==> src/rtl/arm_multicycle_ctrl.sv <==
// Multi-cycle ARM control FSM: sequences fetch/decode/execute/memory/writeback.
// Optional MULTICYCLE_PERF_CNT_EN adds cycle and retired-instruction counters.
module arm_multicycle_ctrl #(
    parameter int STATE_W = 4
) (
    input  logic               clk,
    input  logic               RESET,
    input  logic [31:0]        Instr,
    input  logic [3:0]         ALUFlags,
    output logic               PCWrite,
    output logic               AdrSrc,
    output logic               MemWrite,
    output logic               IRWrite,
    output logic               RegWrite,
    output logic [1:0]         ResultSrc,
    output logic               ALUSrcA,
    output logic [1:0]         ALUSrcB,
    output logic [3:0]         ALUControl,
    output logic [1:0]         ImmSrc,
    output logic [1:0]         RegSrc,
    output logic               BX_ctrl,
    output logic [3:0]         Flags,
    output logic [STATE_W-1:0] state_o
`ifdef MULTICYCLE_PERF_CNT_EN
    ,
    output logic [31:0]        cycle_cnt,
    output logic [31:0]        retired_cnt
`endif
);

    typedef enum logic [3:0] {
        FETCH  = 4'd0,
        DECODE = 4'd1,
        MEMADR = 4'd2,
        MEMRD  = 4'd3,
        MEMWB  = 4'd4,
        MEMWR  = 4'd5,
        EXECR  = 4'd6,
        EXECI  = 4'd7,
        ALUWB  = 4'd8,
        BRANCH = 4'd9,
        BXEX   = 4'd10
    } state_t;

    localparam logic [3:0] ALU_AND = 4'b0000;
    localparam logic [3:0] ALU_SUB = 4'b0010;
    localparam logic [3:0] ALU_ADD = 4'b0100;
    localparam logic [3:0] ALU_CMP = 4'b1010;
    localparam logic [3:0] ALU_ORR = 4'b1100;
    localparam logic [3:0] ALU_MOV = 4'b1101;
    localparam logic [3:0] ALU_UND = 4'b1000;

    state_t     state_q, state_d;
    logic [3:0] flags_q, flags_d;

    logic [1:0] op;
    logic       i_bit;
    logic [3:0] cmd;
    logic       s_bit;
    logic [3:0] cond;
    logic       is_bx;
    logic       cond_ex;
    logic [3:0] alu_op;
    logic       unused;

    assign op     = Instr[27:26];
    assign i_bit  = Instr[25];
    assign cmd    = Instr[24:21];
    assign s_bit  = Instr[20];
    assign cond   = Instr[31:28];
    assign is_bx  = (Instr[27:4] == 24'h12FFF1);
    assign unused = ^Instr[3:0];

    always_comb begin
        logic n, z, c, v;
        {n, z, c, v} = flags_q;
        cond_ex = 1'b0;
        case (cond)
            4'b0000: cond_ex = z;
            4'b0001: cond_ex = ~z;
            4'b0010: cond_ex = c;
            4'b0011: cond_ex = ~c;
            4'b0100: cond_ex = n;
            4'b0101: cond_ex = ~n;
            4'b0110: cond_ex = v;
            4'b0111: cond_ex = ~v;
            4'b1000: cond_ex = c & ~z;
            4'b1001: cond_ex = ~c | z;
            4'b1010: cond_ex = (n == v);
            4'b1011: cond_ex = (n != v);
            4'b1100: cond_ex = ~z & (n == v);
            4'b1101: cond_ex = z | (n != v);
            4'b1110: cond_ex = 1'b1;
            default: cond_ex = 1'b0;
        endcase
    end

    // Unsupported cmd encodings go to the ALU as a distinct undefined code.
    always_comb begin
        alu_op = ALU_UND;
        case (cmd)
            ALU_AND, ALU_SUB, ALU_ADD,
            ALU_CMP, ALU_ORR, ALU_MOV: alu_op = cmd;
            default:                  alu_op = ALU_UND;
        endcase
    end

    always_ff @(posedge clk or posedge RESET) begin
        if (RESET) begin
            state_q <= FETCH;
            flags_q <= 4'b0000;
        end else begin
            state_q <= state_d;
            flags_q <= flags_d;
        end
    end

    always_comb begin
        state_d    = FETCH;
        flags_d    = flags_q;
        PCWrite    = 1'b0;
        AdrSrc     = 1'b0;
        MemWrite   = 1'b0;
        IRWrite    = 1'b0;
        RegWrite   = 1'b0;
        ResultSrc  = 2'b00;
        ALUSrcA    = 1'b0;
        ALUSrcB    = 2'b00;
        ALUControl = 4'b0000;
        ImmSrc     = 2'b00;
        RegSrc     = 2'b00;
        BX_ctrl    = 1'b0;
        case (state_q)
            FETCH: begin
                IRWrite    = 1'b1;
                ALUSrcA    = 1'b1;
                ALUSrcB    = 2'b10;
                ALUControl = ALU_ADD;
                ResultSrc  = 2'b10;
                PCWrite    = 1'b1;
                state_d    = DECODE;
            end
            DECODE: begin
                ALUSrcA    = 1'b1;
                ALUSrcB    = 2'b10;
                ALUControl = ALU_ADD;
                RegSrc     = {op == 2'b01, op == 2'b10};
                if (!cond_ex) begin
                    state_d = FETCH;
                end else if (is_bx) begin
                    state_d = BXEX;
                end else begin
                    case (op)
                        2'b01:   state_d = MEMADR;
                        2'b10:   state_d = BRANCH;
                        2'b00:   state_d = i_bit ? EXECI : EXECR;
                        default: state_d = FETCH;
                    endcase
                end
            end
            MEMADR: begin
                ALUSrcB    = 2'b01;
                ImmSrc     = 2'b01;
                ALUControl = Instr[23] ? ALU_ADD : ALU_SUB;
                state_d    = s_bit ? MEMRD : MEMWR;
            end
            MEMRD: begin
                AdrSrc  = 1'b1;
                state_d = MEMWB;
            end
            MEMWB: begin
                ResultSrc = 2'b01;
                RegWrite  = 1'b1;
            end
            MEMWR: begin
                AdrSrc   = 1'b1;
                MemWrite = 1'b1;
                RegSrc   = 2'b10;
            end
            EXECR, EXECI: begin
                ALUSrcB    = (state_q == EXECI) ? 2'b01 : 2'b00;
                ALUControl = alu_op;
                if (s_bit || cmd == ALU_CMP) flags_d = ALUFlags;
                state_d    = ALUWB;
            end
            ALUWB: begin
                RegWrite = (cmd != ALU_CMP);
            end
            BRANCH: begin
                ALUSrcA    = 1'b1;
                ALUSrcB    = 2'b01;
                ImmSrc     = 2'b10;
                ALUControl = ALU_ADD;
                ResultSrc  = 2'b10;
                PCWrite    = 1'b1;
            end
            BXEX: begin
                BX_ctrl = 1'b1;
                PCWrite = 1'b1;
            end
            default: state_d = FETCH;
        endcase
    end

    assign Flags   = flags_q;
    assign state_o = STATE_W'(state_q);

`ifdef MULTICYCLE_PERF_CNT_EN
    logic [31:0] cycle_cnt_q, cycle_cnt_d;
    logic [31:0] retired_cnt_q, retired_cnt_d;

    always_comb begin
        cycle_cnt_d   = cycle_cnt_q + 32'd1;
        retired_cnt_d = retired_cnt_q;
        if (state_q != FETCH && state_d == FETCH)
            retired_cnt_d = retired_cnt_q + 32'd1;
    end

    always_ff @(posedge clk or posedge RESET) begin
        if (RESET) begin
            cycle_cnt_q   <= 32'd0;
            retired_cnt_q <= 32'd0;
        end else begin
            cycle_cnt_q   <= cycle_cnt_d;
            retired_cnt_q <= retired_cnt_d;
        end
    end

    assign cycle_cnt   = cycle_cnt_q;
    assign retired_cnt = retired_cnt_q;
`endif

endmodule

==> config.mk <==
export PLATFORM = sky130hd
export DESIGN_NAME = arm_multicycle_ctrl
export DESIGN_NICKNAME = d
export VERILOG_FILES = /design/src/rtl/arm_multicycle_ctrl.sv
export SDC_FILE = /design/constraint.sdc
export NUM_CORES = 1
export LEC_CHECK = 0
export CAP_MARGIN = 20
export CORE_AREA = 2 2 56 58
export DETAILED_ROUTE_END_ITERATION = 12
export DIE_AREA = 0 0 58 60
export GPL_ROUTABILITY_DRIVEN = 1
export PLACE_DENSITY_LB_ADDON = 0.3
export SLEW_MARGIN = 20
export SYNTH_ARGS = -nofsm -noshare
export SYNTH_HDL_FRONTEND = slang
export SYNTH_SLANG_ARGS = --single-unit
==> constraint.sdc <==
create_clock -name clk -period 1.6 [get_ports clk]
set_input_delay 0.16 -clock clk [delete_from_list [all_inputs] [get_ports clk]]
set_output_delay 0.16 -clock clk [all_outputs]
set_load 0.05 [all_outputs]
==> impl_metrics.env <==
export IMPL_grt_antenna_before_repair=0
export IMPL_hold_ws_ns=0.127
export IMPL_leakagePower_nw=1.01
export IMPL_grt_pass1_vias=1437
export IMPL_r2r_setup_slack_ns=-0.17
export IMPL_dr_pass1_iters=4
export IMPL_netlist_area_um2=835
export IMPL_dpl_instance_area_mm2=0.00204
export IMPL_tns_ns=-3.15
export IMPL_drtAntennaViolNets=0
export IMPL_avgSynthCellArea_um2=7.73
export IMPL_ys_warnings_count=0
export IMPL_coreArea_mm2=0.00290
export IMPL_worst_endpoint_required_ns=1.44
export IMPL_wl_per_cell_um=18.0
export IMPL_synthTopCellsByArea="dfrtp_1, mux2_2, nand2b_1"
export IMPL_drcViolationCount=0
export IMPL_initial_core_util_pct=28.7
export IMPL_dieArea_mm2=0.00348
export IMPL_finalCriticalPeriod_ns=1.86
export IMPL_synth_seq_cells=8
export IMPL_r2r_worst_path_cells=5
export IMPL_drtIter0Drc=57
export IMPL_drv_slew=0
export IMPL_hold_path_class="input port to async pin"
export IMPL_synth_edf_count=0
export IMPL_die_w_um=58
export IMPL_yosys_most_used_dff="dfrtp_1"
export IMPL_cts_root_buffer="clkbuf_4"
export IMPL_grt_start_max_net_pins=9
export IMPL_place_hpwl_um=2730
export IMPL_cp_start_kind="register"
export IMPL_wl_um=4520
export IMPL_yosysTopAreaCell="dfrtp_1"
export IMPL_fin_nets=257
export IMPL_clk_latency_ns=0.29
export IMPL_ir_drop_mv=2.15
export IMPL_r2r_start="state_o[3]"
export IMPL_setup_viol=21
export IMPL_syn_nets=146
export IMPL_via_count=1342
export IMPL_ys_types=41
export IMPL_port_buffers=60
export IMPL_cts_buffer_depth=2
export IMPL_r2r_end="state_o[2]"
export IMPL_postCtsHoldBufs=0
export IMPL_clk_pin_slew_ns=0.07
export IMPL_die_h_um=60
export IMPL_area_growth_pct=192
export IMPL_relSlewSlack_pct=73.8
export IMPL_drive_gt1_share_pct=61.5
export IMPL_fin_ws_ns=-0.262
export IMPL_fin_skew_ns=0.0116
export IMPL_cts_tree="done"
export IMPL_num_rows=20
export IMPL_violations="setup timing"
export IMPL_arrival_ns=1.70
export IMPL_via_per_inst=5.35
export IMPL_synth_top_area_share_pct=24.0
export IMPL_cts_buffers=3
export IMPL_power_density_mw_per_mm2=1890
export IMPL_hold_viol_final=0
export IMPL_status="finished with violations"
export IMPL_rsz0062_at_grt="yes"
export IMPL_htree_levels=1
export IMPL_syn_inst=108
export IMPL_ys_seq_area_share_pct=24.0
export IMPL_gp_congestion=0.888
export IMPL_critPathKind="register to output port"
export IMPL_crit_path_end_kind="output port"
export IMPL_synth_async_sr_flop_share_pct=100
export IMPL_grt_ovfl_total=0
export IMPL_antennaDiodeCount=0
export IMPL_power_mw=4.59
export IMPL_cts_sinks=8
export IMPL_io_pins=65
export IMPL_grt_pass1_wl_um=6280
export IMPL_period_share_pct=116
export IMPL_cap_violations=0
export IMPL_final_area_mm2=0.00243
export IMPL_fmaxAchievable_mhz=537
export IMPL_crit_fanout=4
export IMPL_worst_slew_pin_slew_ns=0.391
export IMPL_track_usage_pct=23.5
export IMPL_num_fill_cells=154
[report_power, final]
part	internal, mW	leakage [nW]	switching (mW)
logic	1.96	0.902	2.05
registers	0.278	0.0972	0.117
clock network	0.0969	0.0150	0.0979
[cell usage after synthesis, types with 2 or more instances]
cell type  instances
o31ai_1            2
nand2b_1           6
buf_6              2
or2_2              2
o31a_1             2
nand2_1            7
nand4_1            3
dfrtp_1            8
o21ai_0            5
xnor2_1            2
o32ai_1            2
o21ai_1            3
nor3b_1            2
and3_1             3
clkbuf_1           2
inv_1              7
nor2_1             8
a21oi_1            6
nor3_1             7
mux2_2             4
mux2i_1            2
a211oi_1           3
or4_1              2
[critical path, stage by stage (launching register included)]
cell and delay [ns]:
dfrtp_2 0.43, or2_4 0.28, or2_4 0.27, o32ai_4 0.25, buf_12 0.18
[layer usage]
layer	track usage [%]	vias up	wire length [um]
li1	-	619	-
met1	25.0	642	1670
met2	43.5	68	2430
met3	4.33	13	280
met4	13.0	0	136
met5	0	-	0
[worst max path at each step]
stage,startpoint,end
final,state_o[3],RegSrc[1]
after global routing,state_o[3],RegSrc[1]
after CTS,state_o[3],RegSrc[1]
after detailed placement,Instr[30],state_o[0]
after global placement,Instr[30],state_o[0]
after floorplan,state_o[2],ALUControl[1]
[stage by stage]
step | worst slack (ns) | utilization [%] | cells
5_1_grt | -0.270 | 83.8 | 251
3_3_place_gp | -0.319 | 70.3 | 226
2_1_floorplan | -0.528 | - | 108
4_1_cts | -0.216 | 79.0 | 245
3_5_place_dp | -0.409 | 70.3 | 226
6_report | -0.262 | 83.8 | 251
[registers in the layout, summed over array words and instances (netlist names)]
register and cells:
state_o 4, Flags 4
[placed cells by master (no fill, tap or decap), types with 2 or more instances in the layout]
cell,netlist,final
nand2b_4,0,5
mux2_2,4,4
nor3b_4,0,2
buf_4,0,43
nor3_4,0,3
o21ai_4,0,2
and3_4,0,2
or2_4,1,4
inv_1,7,5
a21oi_1,6,5
dfrtp_2,0,6
buf_6,2,12
dfrtp_1,8,2
nor2_1,8,3
clkdlybuf4s50_1,0,29
nor3_1,7,3
nor2_4,0,4
buf_12,0,20
buf_8,0,2
nand2_1,7,6
o31a_1,2,2
clkbuf_4,0,3
dlygate4sd2_1,0,4
or4_1,2,2
mux2i_1,2,2
a211oi_2,1,2
o31ai_1,2,2
o21ai_1,3,5
nand4_1,3,3
[area by class of cell]
type	instances	area, um2	share of cell area [%]
clock buffers	4	26.3	1.08
inverters	7	32.5	1.34
multi-input cells	88	887	36.5
flip-flops and latches	8	208	8.53
well taps	33	41.3	1.70
repair buffers	111	1240	50.9
[timing repair]
action	4_1_cts	5_1_grt
pin swaps	12	8
endpoints found under the hold margin	0	0
buffers inserted	15	8
endpoints found under the setup margin	19	23
gates resized for setup	26	21
[logic make-up (layout without fill, tap and decap cells)]
family                 after synthesis  count (layout)  synth area share [%]
AO/OA/AOI/OAI                       28              28                  22.5
buffers and inverters               12             122                  7.35
multiplexers                         6               6                  7.80
AND/OR/NAND/NOR                     51              51                  35.2
flip-flops                           8               8                  24.0
XOR/XNOR                             3               3                  3.15
Note: power is estimated with default switching activity, not from simulation.
